==> src/rtl/datapath_arbiter.sv <==
// Two-requester round-robin arbiter feeding a single registered output stage.
// A grant is held for up to MAX_BURST captures or until the owner drops its request.
module datapath_arbiter #(
  parameter int DATA_W    = 16,
  parameter int MAX_BURST = 4
) (
  input  logic              clk,
  input  logic              rst,
  input  logic [1:0]        req_i,
  input  logic [DATA_W-1:0] data0_i,
  input  logic [DATA_W-1:0] data1_i,
  output logic [1:0]        gnt_o,
  output logic [1:0]        ack_o,
  output logic              out_valid_o,
  output logic [DATA_W-1:0] out_data_o,
  input  logic              out_ready_i
);

  localparam logic [3:0] LP_MAX_BURST = 4'(MAX_BURST);

  typedef enum logic {S_IDLE, S_GRANT} state_t;

  state_t            r_state;
  state_t            w_state_next;
  logic [1:0]        r_gnt;
  logic [1:0]        w_gnt_next;
  logic              r_rr_last;
  logic              w_rr_last_next;
  logic [3:0]        r_burst_cnt;
  logic [3:0]        w_burst_next;
  logic [3:0]        w_burst_inc;
  logic              r_out_valid;
  logic [DATA_W-1:0] r_out_data;

  logic w_owner;
  logic w_owner_req;
  logic w_can_accept;
  logic w_capture;
  logic w_release;
  logic w_winner;

  assign w_owner      = r_gnt[1];
  assign w_owner_req  = |(req_i & r_gnt);
  assign w_can_accept = !r_out_valid || out_ready_i;
  assign w_burst_inc  = r_burst_cnt + 4'd1;
  // On contention the requester that did not own the last grant wins.
  assign w_winner     = (req_i == 2'b11) ? ~r_rr_last : req_i[1];
  assign w_release    = (r_state == S_GRANT) &&
                        (!w_owner_req || (w_capture && (w_burst_inc == LP_MAX_BURST)));

  always_ff @(posedge clk or negedge rst) begin
    if (!rst) begin
      r_state     <= S_IDLE;
      r_gnt       <= 2'b00;
      r_rr_last   <= 1'b1;
      r_burst_cnt <= 4'd0;
    end else begin
      r_state     <= w_state_next;
      r_gnt       <= w_gnt_next;
      r_rr_last   <= w_rr_last_next;
      r_burst_cnt <= w_burst_next;
    end
  end

  always_comb begin
    w_state_next   = r_state;
    w_gnt_next     = r_gnt;
    w_rr_last_next = r_rr_last;
    w_burst_next   = r_burst_cnt;
    case (r_state)
      S_IDLE: begin
        if (req_i != 2'b00) begin
          w_state_next = S_GRANT;
          w_gnt_next   = w_winner ? 2'b10 : 2'b01;
          w_burst_next = 4'd0;
        end
      end
      S_GRANT: begin
        if (w_capture) begin
          w_burst_next = w_burst_inc;
        end
        if (w_release) begin
          w_state_next   = S_IDLE;
          w_gnt_next     = 2'b00;
          w_rr_last_next = w_owner;
          w_burst_next   = 4'd0;
        end
      end
      default: begin
        w_state_next = S_IDLE;
        w_gnt_next   = 2'b00;
        w_burst_next = 4'd0;
      end
    endcase
  end

  // Accept only from the current owner, and only when the output stage has room.
  always_comb begin
    ack_o = 2'b00;
    if (r_state == S_GRANT && w_can_accept) begin
      ack_o = r_gnt & req_i;
    end
    w_capture = |ack_o;
  end

  always_ff @(posedge clk or negedge rst) begin
    if (!rst) begin
      r_out_valid <= 1'b0;
      r_out_data  <= '0;
    end else if (w_capture) begin
      r_out_valid <= 1'b1;
      r_out_data  <= w_owner ? data1_i : data0_i;
    end else if (r_out_valid && out_ready_i) begin
      r_out_valid <= 1'b0;
    end
  end

  assign gnt_o       = r_gnt;
  assign out_valid_o = r_out_valid;
  assign out_data_o  = r_out_data;

endmodule

==> config.mk <==
export PLATFORM = sky130hd
export DESIGN_NAME = datapath_arbiter
export DESIGN_NICKNAME = d
export VERILOG_FILES = /design/src/rtl/datapath_arbiter.sv
export SDC_FILE = /design/constraint.sdc
export NUM_CORES = 1
export LEC_CHECK = 0
export BUFFER_PORTS_ARGS = -buffer_cell sky130_fd_sc_hd__buf_2
export CAP_MARGIN = 20
export CORE_ASPECT_RATIO = 0.8
export CORE_MARGIN = 4
export CORE_UTILIZATION = 42
export CTS_BUF_LIST = sky130_fd_sc_hd__clkbuf_4 sky130_fd_sc_hd__clkbuf_8 sky130_fd_sc_hd__clkbuf_16
export DETAILED_ROUTE_END_ITERATION = 10
export HOLD_SLACK_MARGIN = 0.06
export PLACE_DENSITY = 0.73
export SLEW_MARGIN = 20
export SYNTH_ARGS = -nofsm -noshare
export SYNTH_HDL_FRONTEND = slang
export SYNTH_SLANG_ARGS = --single-unit
export TNS_END_PERCENT = 10
==> constraint.sdc <==
create_clock -name clk -period 2 [get_ports clk]
set_input_delay 0.2 -clock clk [delete_from_list [all_inputs] [get_ports clk]]
set_output_delay 0.2 -clock clk [all_outputs]
set_load 0.02 [all_outputs]
* Word-level counts from Yosys, hierarchy flattened *
Cells that the tools add are included.

cells by class
  add/subtract/negate cells = 1
  eq/ne operators = 5
  multiplexer cells = 16
  bitwise gates (word level) = 3
  reduce and logical (&&, ||, !) cells = 15

operators with widths
  cell                                                  number
  two-way mux 16 bit                                    1
  two-way mux 4 bit                                     3
  two-way mux 2 bit                                     4
  one-hot mux 4 bit (2 select lines)                    1
  AND reduction 2 bit                                   3
  two-way mux 1 bit                                     5
  adder 4 x 1 -> 4 bit (second input constant)          1
  equality test 4 x 3 -> 1 bit (second input constant)  1
  logical AND 1 bit                                     4
  one-hot mux 2 bit (2 select lines)                    1
  nonzero test 2 bit                                    2
  OR reduction 2 bit                                    2
  != test 3 x 1 -> 1 bit (second input constant)        1
  bitwise AND 2 bit                                     1
  equality test 2 bit (second input constant)           1
  logical NOT 1 bit                                     2
  logical OR 1 bit                                      2
  != test 2 x 1 -> 1 bit (second input constant)        1
  != test 2 bit (second input constant)                 1
  NOT 1 bit                                             2
  one-hot mux 1 bit (2 select lines)                    1

word-level totals
  bits in registers = 25
  input bits = 37
  output and inout port bits = 21

* Logic depth before layout (Yosys ltp) *
Gate-level depths: netlist (run 1).

  word-level depth = 10
  depth in mapped cells = 6
  depth with buffers taken out = 5

* Worst setup path after synthesis (run 1) *
No wires, ideal clock.

  kind = register -> register
  start point = register r_burst_cnt[0]
  end point = register r_rr_last
  library setup time = 0.082 ns
  arrival = 1.426 ns
  required time = 1.918 ns
  path slack = 0.492 ns
  cell stages (with the launch flop) = 5
  period minus slack after synthesis = 1.508 ns
  path through = dfrtp_1 -> ha_1 -> or3b_4 -> o22ai_1 -> mux2_2

on the way
  word-level cells in the longest chain between the ends = 6

ends and longest elaborated chain
  element                               RTL line  RTL
  start, declared                       29        logic [3:0] r_burst_cnt;
  start signal, assigned                61        r_burst_cnt <= w_burst_next;
  adder 4 x 1 -> 4 bit                  45        assign w_burst_inc = r_burst_cnt + 4'd1;
  equality test 4 x 3 -> 1 bit          49        (!w_owner_req || (w_capture && (w_burst_inc == LP_MAX_BURST)));
  logical AND 1 bit                     49
  logical OR 1 bit                      49
  logical AND 1 bit                     48        assign w_release = (r_state == S_GRANT) &&
  AND reduction 2 bit (no source line)  -
  end signal, assigned                  60        r_rr_last <= w_rr_last_next;
  end, declared                         27        logic r_rr_last;

No other way between the ends.
A chain may end at the register's enable or synchronous reset.

* Worst setup path in the final report (run 1) *
Ends and elaborated chain as after synthesis.

==> parameters.txt, run 1 <==
Parameter                              Value

Worst setup path
  Launch instance of the worst register-to-register path    r_burst_cnt[0]$_DFFE_PN0P_
  FF-to-FF path depth    4
  Destination of the worst register-to-register timing path    r_rr_last$_DFFE_PN1P_
  Largest driver fanout on the critical path    3
  Reg2reg setup slack    0.39 ns
  Crit path DAT    1.81 ns
  Critical path endpoint category    register
  CP Data Required Time    2.20 ns
  CP startpoint kind    register
  Critical path class    register to register

CTS
  Post-CTS clock slew at the launch and capture registers of the worst setup and hold paths    0.08 ns
  Root buf cell    sky130_fd_sc_hd__clkbuf_8
  Maximum level of the CTS H-tree    1
  Number of sinks handled by clock tree synthesis    25
  Maximum clock insertion buffer count    2
  TritonCTS clock tree    built
  Clock latency reported for the late side of the worst-skew pair    0.26 ns
  CTS Buf Count    3

Die
  Die Footprint    0.003901 mm²
  Io pins    58
  Die height    56.67 µm
  Std-Cell Core Area    0.002786 mm²
  Initial standard-cell utilization of the core    0.4463
  Horizontal die dimension    68.84 µm
  Number of placement rows    17

Placement
  Area of placed instances    0.001559 mm²
  Estimated wirelength of the detail-placed design    2.108 mm
  Buffers added on ports    57
  Placed cell count    211
  Routability-driven placement congestion ratio    0.8530

Synthesis
  Ys flop type    sky130_fd_sc_hd__dfrtp_1
  Number of different library cells in the post-synthesis netlist    30
  Async set-reset flop share out of synthesis    1.000
  Number of nets in the synthesized netlist    157
  Sequential area share after synthesis    0.5040
  Total number of yosys warnings    0
  Cells after Synth    119
  Number of synthesized flops with an enable pin    0
  Netlist area before placement    0.001244 mm²
  Mean instance size in the synthesized netlist    10.45 µm²
  Yosys reg bits    25

Global route
  Overall routing resource usage    0.1482
  GR Layer Usage met2    0.2595
  Global Route met1 Usage    0.1785
  Met3 global-route usage    0.03200
  Aggregate global routing overflow    0
  Initial antenna violation count    0
  Wire length of the first global-routing pass    4.512 mm
  Most Used Layer, Global Route    met2
  Pin count of the biggest net entering global routing    26
  Vias in the first global route    1056

Detailed routing
  Post-Route WL    2.671 mm
  Routed via count divided by cell count    4.981
  Wire length per cell after detailed routing    12.37 µm
  Drt first-iter violations    33
  Drt drc    0
  Drt pass-1 iters    5
  Number of nets with antenna violations after detailed routing    0
  Number of vias after detailed routing    1076

Final layout
  Number of filler cells placed in the layout    247
  Finished Layout Cells    216
  Utilization after layout    0.5806
  Final Net Count    217
  Final Instance Area    0.001618 mm²
  Proportion of layout cells with a drive suffix above 1    0.4045
  Antenna diode count    0
  Synth-to-layout area growth    30.08%

Min path
  Instance count along the most critical hold path    3
  Hold wc startpoint    data0_i[15]
  Hold crit path type    input pin to register
  Hold Crit Endpoint    out_data_o[15]$_DFFE_PN0P_

Run status
  Run status    finished, final reports clean

STA
  Fin Clk Skew    0.006734 ns
  Total count of hold-check failures in the final report    0
  Final cycle utilization of the critical path    0.8051
  Final TNS setup    0 ns
  Setup violations, final    0
  Number of pins exceeding their max-slew limit in the final report    0
  Max transition margin    0.6457
  Max Fclk    0.6210 GHz
  RSZ-0062 raised after global routing    false
  Actual slew at the worst max-slew pin    0.5315 ns
  Fin crit period    1.610 ns

Power
  P_leak    0.8594 nW
  Maximum vdd ir drop    0.6192 mV
  P per Cell Area    1405 mW/mm²

Flow run
  Max-cap viol count    0
[worst max-delay path, cell delays in order (launching register included)]
cell	delay [ns]
sky130_fd_sc_hd__dfrtp_1	0.39
sky130_fd_sc_hd__ha_1	0.21
sky130_fd_sc_hd__or3b_4	0.41
sky130_fd_sc_hd__o22ai_1	0.19
sky130_fd_sc_hd__mux2_2	0.36
[registers in the layout (all words and copies together), names as in the netlist]
name and count:
gnt_o 2, out_data_o 16, out_valid_o 1, r_burst_cnt 4, r_rr_last 1, r_state 1
[layer usage]
metal | share of wire | routed length (µm)
met5 | 0 | 0
met4 | 0.0082 | 22
met3 | 0.061 | 164
met2 | 0.52 | 1387
met1 | 0.41 | 1097
[report_power, final]
group / internal, mW / switching, mW / leakage (nW)
logic: 0.445 / 0.672 / 0.516
clock network: 0.156 / 0.142 / 0.0262
registers: 0.719 / 0.138 / 0.317
total: 1.32 / 0.953 / 0.859
[cell usage in the layout, fill, tap and decap left out, types with 3 or more instances in the layout]
cell,instances
sky130_fd_sc_hd__a21o_1,3
sky130_fd_sc_hd__buf_2,57
sky130_fd_sc_hd__buf_4,3
sky130_fd_sc_hd__clkbuf_8,3
sky130_fd_sc_hd__dfrtp_1,24
sky130_fd_sc_hd__inv_1,3
sky130_fd_sc_hd__mux2i_1,16
sky130_fd_sc_hd__nand2_1,21
sky130_fd_sc_hd__nor2_1,4
sky130_fd_sc_hd__o21ai_0,13
sky130_fd_sc_hd__o21ai_1,7
[cells by family after synthesis]
kind of cell | count (synthesis) | share of synthesized area
adder cells (fa/ha/maj) | 1 | 0.01006
multiplexers | 18 | 0.1469
buffers and inverters | 9 | 0.04125
AND/OR/NAND/NOR | 33 | 0.1217
AO/OA/AOI/OAI | 33 | 0.1761
flip-flops | 25 | 0.5040
[how the worst max path moves through the flow]
stage	from	to	slack, ns	cells after the start
after global routing	r_burst_cnt[0]$_DFFE_PN0P_	r_rr_last$_DFFE_PN1P_	0.31	4
final	r_burst_cnt[0]$_DFFE_PN0P_	r_rr_last$_DFFE_PN1P_	0.39	4
after detailed placement	r_burst_cnt[0]$_DFFE_PN0P_	r_rr_last$_DFFE_PN1P_	0.41	4
after global placement	r_burst_cnt[0]$_DFFE_PN0P_	r_rr_last$_DFFE_PN1P_	0.46	4
after CTS	r_burst_cnt[0]$_DFFE_PN0P_	r_rr_last$_DFFE_PN1P_	0.39	4
after floorplan	r_burst_cnt[0]$_DFFE_PN0P_	r_rr_last$_DFFE_PN1P_	0.49	4
[layout make-up]
| class | count | area, µm² | area share |
|---|---|---|---|
| clock buffers | 4 | 48.80 | 0.03016 |
| well taps | 38 | 47.55 | 0.02939 |
| repair buffers | 61 | 317.8 | 0.1964 |
| multi-input cells | 85 | 565.5 | 0.3496 |
| flip-flops and latches | 25 | 626.9 | 0.3875 |
| inverters | 3 | 11.26 | 0.006961 |
[cell usage after synthesis, types with 2 or more instances]
master | count | area, µm²
sky130_fd_sc_hd__dfrtp_1 | 24 | 600.6
sky130_fd_sc_hd__nand2_1 | 21 | 78.83
sky130_fd_sc_hd__mux2i_1 | 16 | 160.2
sky130_fd_sc_hd__o21ai_0 | 13 | 65.06
sky130_fd_sc_hd__o21ai_1 | 7 | 35.03
sky130_fd_sc_hd__buf_4 | 4 | 30.03
sky130_fd_sc_hd__nor2_1 | 4 | 15.01
sky130_fd_sc_hd__a21o_1 | 3 | 22.52
sky130_fd_sc_hd__inv_1 | 3 | 11.26
sky130_fd_sc_hd__buf_2 | 2 | 10.01
sky130_fd_sc_hd__mux2_2 | 2 | 22.52
sky130_fd_sc_hd__nor2b_1 | 2 | 12.51
[through the flow]
stage	hold WS (ns)	power, mW	setup WS (ns)
detailed placement	0.2223	1.997	0.4126
floorplan	-0.09559	1.654	0.4921
CTS	0.2042	2.304	0.3904
global route	0.2006	2.450	0.3091
finish	0.2037	2.272	0.3897
global placement	0.2160	1.957	0.4595
[what timing repair did]
item / CTS / global route
hold buffers: 1 / 0
endpoints found under the hold margin: 24 / 0
gates resized for setup: 0 / 0
setup buffers: 0 / 0
Power figures use the tool's default switching activity.
==> inputs of run 2 (changes only) <==
- clock period: 2 -> 1.5 ns (I/O delays scaled with it)
==> run 2 against run 1 <==
The flow now finishes with violations (negative setup slack). Hold slack got worse by 0.060 ns. Global-route usage rose by 2.1 points. Non-clock buffer count rose by 4. Total power rose by 37%. Sequential share of layout area fell by 0.92 points. Critical path type unchanged. Critical endpoint is now gnt_o[1]$_DFFE_PN0P_. Largest cell class unchanged. Largest power group unchanged.
==> parameters.txt, run 2 (same netlist as run 1, synthesis figures left out) <==
Parameter                              Value

Detailed routing
  Number of nets with antenna violations after detailed routing    0
  Post-Route WL    3.003 mm
  Number of vias after detailed routing    1116
  Drt drc    0
  Drt first-iter violations    56
  Wire length per cell after detailed routing    13.65 µm
  Drt pass-1 iters    4
  Routed via count divided by cell count    5.073

STA
  Max transition margin    0.6293
  Setup violations, final    2
  Number of pins exceeding their max-slew limit in the final report    0
  Smallest setup slack after layout    -0.04585 ns
  Actual slew at the worst max-slew pin    0.5560 ns
  Fin crit period    1.546 ns
  RSZ-0062 raised after global routing    true
  Total count of hold-check failures in the final report    0
  Max Fclk    0.6469 GHz
  Fin Clk Skew    0.01090 ns
  Final cycle utilization of the critical path    1.031
  Final TNS setup    -0.07601 ns

Final layout
  Highest-count cells in the layout ignoring fill and taps    57 x sky130_fd_sc_hd__buf_2, 23 x sky130_fd_sc_hd__dfrtp_1, 21 x sky130_fd_sc_hd__nand2_1, 16 x sky130_fd_sc_hd__mux2i_1, 13 x sky130_fd_sc_hd__o21ai_0
  Synth-to-layout area growth    33.50%
  Total area of multi-input combinational cells    579.3 µm²
  Area of all sequential standard cells    628.1 µm²
  Antenna diode count    0
  Final Net Count    221
  Number of filler cells placed in the layout    241
  Most frequent standard cell in the layout excluding fill and tap cells    sky130_fd_sc_hd__buf_2
  Proportion of layout cells with a drive suffix above 1    0.4341
  Number of flip-flops under the largest register name    16
  Utilization after layout    0.5959

Die
  Number of placement rows    17
  Io pins    58
  Die height    56.67 µm
  Horizontal die dimension    68.84 µm
  Initial standard-cell utilization of the core    0.4463
  Std-Cell Core Area    0.002786 mm²
  Die Footprint    0.003901 mm²

Global route
  Overall routing resource usage    0.1695
  Aggregate global routing overflow    0
  Wire length of the first global-routing pass    5.037 mm
  Initial antenna violation count    0
  Pin count of the biggest net entering global routing    26
  Vias in the first global route    1154

CTS
  Number of sinks handled by clock tree synthesis    25
  Post-CTS clock slew at the launch and capture registers of the worst setup and hold paths    0.09 ns
  Maximum clock insertion buffer count    2
  CTS Buf Count    3
  TritonCTS clock tree    built
  Maximum level of the CTS H-tree    1
  Root buf cell    sky130_fd_sc_hd__clkbuf_8
  Clock latency reported for the late side of the worst-skew pair    0.27 ns

Power
  Switching part of the total power    0.4276
  Power share of the combinational group    0.502
  P_leak    0.8848 nW
  Overall power    3.112 mW
  Proportion of power drawn by the clock network    0.127
  P per Cell Area    1875 mW/mm²
  Net switching component of the power    1.331 mW
  Total internal power    1.782 mW
  Register share of total power    0.371
  Maximum vdd ir drop    0.8479 mV

Worst setup path
  FF-to-FF path depth    5
  Destination of the worst register-to-register timing path    gnt_o[1]$_DFFE_PN0P_
  Reg2reg setup slack    -0.05 ns
  Largest driver fanout on the critical path    3
  Crit path DAT    1.71 ns
  Critical path class    register to register
  CP startpoint kind    register
  Critical path endpoint category    register
  CP Data Required Time    1.67 ns
  Launch instance of the worst register-to-register path    r_burst_cnt[1]$_DFFE_PN0P_

Run status
  Failing checks    negative setup slack
  Run status    complete, but fails checks

Min path
  Hold wc startpoint    data0_i[15]
  Hold Crit Endpoint    out_data_o[15]$_DFFE_PN0P_
  Hold crit path type    input pin to register
  Instance count along the most critical hold path    3

Flow run
  Max-cap viol count    0

Placement
  Estimated wirelength of the detail-placed design    2.389 mm
  Routability-driven placement congestion ratio    0.8890
  Worst-case setup slack after placement    -0.02357 ns
  Buffers added on ports    57
-- run 2: worst max path at each step --
stage / depth (start not counted) / to / start / slack [ns]
finish: 5 / gnt_o[1]$_DFFE_PN0P_ / r_burst_cnt[1]$_DFFE_PN0P_ / -0.05
global route: 5 / gnt_o[1]$_DFFE_PN0P_ / r_burst_cnt[1]$_DFFE_PN0P_ / -0.13
CTS: 5 / gnt_o[1]$_DFFE_PN0P_ / r_burst_cnt[1]$_DFFE_PN0P_ / -0.04
detailed placement: 5 / gnt_o[1]$_DFFE_PN0P_ / r_burst_cnt[1]$_DFFE_PN0P_ / -0.02
global placement: 5 / gnt_o[1]$_DFFE_PN0P_ / r_burst_cnt[0]$_DFFE_PN0P_ / 0.04
floorplan: 4 / r_rr_last$_DFFE_PN1P_ / r_burst_cnt[0]$_DFFE_PN0P_ / 0.03
-- run 2: power groups by stage --
stage / clock network, mW / registers (mW) / logic (mW)
final: 0.396 / 1.15 / 1.56
after global routing: 0.439 / 1.20 / 1.73
after global placement: 0 / 1.14 / 1.52
after CTS: 0.408 / 1.15 / 1.57
after detailed placement: 0 / 1.16 / 1.57
after floorplan: 0 / 1.43 / 0.786
-- run 2: through the flow --
step                      std cells  hold WS [ns]  area, µm²
after global routing            220        0.1554       1660
after global placement          215        0.1701       1595
after floorplan                 119       -0.1456       1250
after CTS                       220        0.1444       1652
after detailed placement        215        0.1755       1595
final                           220        0.1441       1660
-- run 2: area by class of cell --
type,instances,area share
Clock buffer,3,0.02487
Clock inverter,1,0.003014
Inverter,3,0.006782
Tap cell,38,0.02864
Multi-Input combinational cell,85,0.3489
Sequential cell,25,0.3783
Timing Repair Buffer,65,0.2095
-- run 2: worst max-delay path, cell delays in order (launching register included) --
cell and delay (ns):
sky130_fd_sc_hd__dfrtp_1 0.39, sky130_fd_sc_hd__ha_1 0.18, sky130_fd_sc_hd__or3b_4 0.40, sky130_fd_sc_hd__o211ai_2 0.18, sky130_fd_sc_hd__o21ai_1 0.09, sky130_fd_sc_hd__a32o_1 0.20
-- run 2: repair_timing --
| item | CTS | global route |
|---|---|---|
| buffers inserted | 0 | 0 |
| resized for setup | 0 | 2 |
| pin swaps | 0 | 0 |
| hold buffers | 1 | 0 |
| endpoints found under the hold margin | 24 | 0 |
| endpoints found under the setup margin | 2 | 6 |
-- run 2: per-layer routing --
| metal | wire, µm | track usage | vias to the layer above |
|---|---|---|---|
| met5 | 0 | 0 | - |
| met4 | 42 | 0.05278 | 0 |
| met3 | 223 | 0.03800 | 4 |
| met2 | 1565 | 0.2962 | 39 |
| met1 | 1172 | 0.2015 | 523 |
| li1 | - | - | 550 |
==> inputs of run 3 (changes only) <==
- CORE_UTILIZATION: 42 -> 41
- HOLD_SLACK_MARGIN: 0.06 -> default
- PLACE_DENSITY: 0.73 -> 0.75
- clock period: 1.5 -> 1.25 ns (I/O delays scaled with it)
==> run 3 against run 2 <==
The run still ends with negative setup slack left. Flip-flop and latch count stayed put. Count of clock-buffer cells in the layout up 1. Combinational power increased by 33%. Total power rose by 27%. Non-clock buffer count is 9 higher. Clock power increased by 25%. First-iteration DRC count grew 1.8%. Cell count is 4.1% higher. Sequential power rose by 19%. Critical endpoint unchanged. Largest power group unchanged.
==> parameters.txt, run 3 (same netlist as run 1, synthesis figures left out) <==
Parameter                              Value

Run status
  Failing checks    negative setup slack
  Run status    complete, but fails checks

Final layout
  Antenna diode count    0
  Total area of multi-input combinational cells    594.3 µm²
  Utilization after layout    0.6249
  Area of all sequential standard cells    626.9 µm²
  Most frequent standard cell in the layout excluding fill and tap cells    sky130_fd_sc_hd__buf_2
  Number of filler cells placed in the layout    246
  Finished Layout Cells    229
  Highest-count cells in the layout ignoring fill and taps    55 x sky130_fd_sc_hd__buf_2, 24 x sky130_fd_sc_hd__dfrtp_1, 20 x sky130_fd_sc_hd__nand2_1, 16 x sky130_fd_sc_hd__mux2i_1, 14 x sky130_fd_sc_hd__buf_4
  Final Instance Area    0.001768 mm²
  Synth-to-layout area growth    42.15%
  Number of flip-flops under the largest register name    16
  Final Net Count    230
  Proportion of layout cells with a drive suffix above 1    0.4660

Power
  Proportion of power drawn by the clock network    0.126
  Net switching component of the power    1.640 mW
  Register share of total power    0.348
  P_leak    0.9388 nW
  Maximum vdd ir drop    1.411 mV
  Power share of the combinational group    0.527
  Overall power    3.952 mW
  Total internal power    2.313 mW
  P per Cell Area    2236 mW/mm²
  Switching part of the total power    0.4148

Worst setup path
  CP Data Required Time    1.41 ns
  Critical path endpoint category    register
  Largest driver fanout on the critical path    3
  FF-to-FF path depth    5
  Crit-path cells    ha_1 -> or3b_4 -> o211ai_2 -> o21ai_1 -> a32o_1
  Library cell contributing the largest single delay on the critical path    sky130_fd_sc_hd__or3b_4
  Launch instance of the worst register-to-register path    r_burst_cnt[1]$_DFFE_PN0P_
  Crit path buf inv count    0
  Critical path class    register to register
  CP startpoint kind    register
  CP top delay family    compound AO/OA/AOI/OAI gates
  Destination of the worst register-to-register timing path    gnt_o[1]$_DFFE_PN0P_
  Reg2reg setup slack    -0.29 ns
  Delay of the slowest cell on the worst path    0.40 ns
  Crit path DAT    1.70 ns

Flow run
  Max-cap viol count    0

STA
  Final cycle utilization of the critical path    1.230
  Max transition margin    0.6117
  Total count of hold-check failures in the final report    0
  Fin crit period    1.537 ns
  Max Fclk    0.6506 GHz
  Smallest setup slack after layout    -0.2871 ns
  Fin Clk Skew    0.005724 ns
  Final TNS setup    -1.263 ns
  Actual slew at the worst max-slew pin    0.5824 ns
  RSZ-0062 raised after global routing    true
  Setup violations, final    8
  Number of pins exceeding their max-slew limit in the final report    0
  Hold Worst Slack    0.1263 ns

Detailed routing
  Routed via count divided by cell count    4.904
  Drt drc    0
  Drt pass-1 iters    4
  Number of nets with antenna violations after detailed routing    0
  Number of vias after detailed routing    1123
  Post-Route WL    2.953 mm
  Wire length per cell after detailed routing    12.90 µm
  Drt first-iter violations    57

Min path
  Hold Crit Endpoint    out_data_o[0]$_DFFE_PN0P_
  Hold wc startpoint    data0_i[0]
  Instance count along the most critical hold path    3
  Hold crit path type    input pin to register

Die
  Io pins    58
  Die height    57.26 µm
  Horizontal die dimension    69.58 µm
  Die Footprint    0.003984 mm²
  Initial standard-cell utilization of the core    0.4396
  Number of placement rows    17
  Std-Cell Core Area    0.002829 mm²

Global route
  Pin count of the biggest net entering global routing    26
  Vias in the first global route    1113
  Initial antenna violation count    0
  Overall routing resource usage    0.1513
  Aggregate global routing overflow    0
  Wire length of the first global-routing pass    5.030 mm

CTS
  Clock latency reported for the late side of the worst-skew pair    0.26 ns
  Maximum level of the CTS H-tree    1
  Number of sinks handled by clock tree synthesis    25
  CTS Buf Count    3
  Maximum clock insertion buffer count    2
  Post-CTS clock slew at the launch and capture registers of the worst setup and hold paths    0.09 ns
  TritonCTS clock tree    built
  Root buf cell    sky130_fd_sc_hd__clkbuf_8

Placement
  Buffers added on ports    57
  Estimated wirelength of the detail-placed design    2.319 mm
  Worst-case setup slack after placement    -0.2546 ns
  Routability-driven placement congestion ratio    0.8503
  Area of placed instances    0.001655 mm²
  Placed cell count    223
[run 3: power by group through the flow]
| stage | Clock, mW | Combinational (mW) | Sequential (mW) |
|---|---|---|---|
| global placement | 0 | 1.95 | 1.35 |
| CTS | 0.511 | 2.09 | 1.38 |
| finish | 0.496 | 2.08 | 1.37 |
| global route | 0.541 | 2.27 | 1.43 |
| detailed placement | 0 | 2.00 | 1.36 |
| floorplan | 0 | 0.944 | 1.72 |
[run 3: worst register-to-register path: stages (launching register included)]
cell                       delay (ns)
sky130_fd_sc_hd__dfrtp_1         0.36
sky130_fd_sc_hd__ha_1            0.16
sky130_fd_sc_hd__or3b_4          0.41
sky130_fd_sc_hd__o211ai_2        0.21
sky130_fd_sc_hd__o21ai_1         0.10
sky130_fd_sc_hd__a32o_1          0.20
[run 3: area by class of cell]
class                      count  area share
tap                           38     0.02689
inverter                       3    0.006369
timing repair buffer          74      0.2484
sequential                    25      0.3546
multi-input combinational     85      0.3362
clock buffer                   4     0.02760
[run 3: what timing repair did]
item                                    4_1_cts  5_1_grt
pin swaps                                     3        1
gates resized for setup                      11        1
endpoints found under the hold margin        24        0
buffers inserted                              0        1
hold buffers                                  1        0
endpoints found under the setup margin       25       28
[run 3: how the worst max path moves through the flow]
stage / start / endpoint / slack, ns / cells past startpoint
global route: r_burst_cnt[1]$_DFFE_PN0P_ / gnt_o[1]$_DFFE_PN0P_ / -0.36 / 5
finish: r_burst_cnt[1]$_DFFE_PN0P_ / gnt_o[1]$_DFFE_PN0P_ / -0.29 / 5
global placement: r_burst_cnt[0]$_DFFE_PN0P_ / gnt_o[1]$_DFFE_PN0P_ / -0.21 / 5
floorplan: r_burst_cnt[0]$_DFFE_PN0P_ / r_rr_last$_DFFE_PN1P_ / -0.22 / 4
CTS: r_burst_cnt[1]$_DFFE_PN0P_ / gnt_o[1]$_DFFE_PN0P_ / -0.26 / 5
detailed placement: r_burst_cnt[1]$_DFFE_PN0P_ / gnt_o[1]$_DFFE_PN0P_ / -0.25 / 5
[run 3: routing by layer]
| layer | up-vias | global-route usage | share of wire |
|---|---|---|---|
| li1 | 569 | - | - |
| met4 | 0 | 0.01671 | 0.0034 |
| met1 | 516 | 0.1887 | 0.44 |
| met5 | - | 0 | 0 |
| met2 | 36 | 0.2731 | 0.49 |
| met3 | 2 | 0.04049 | 0.062 |
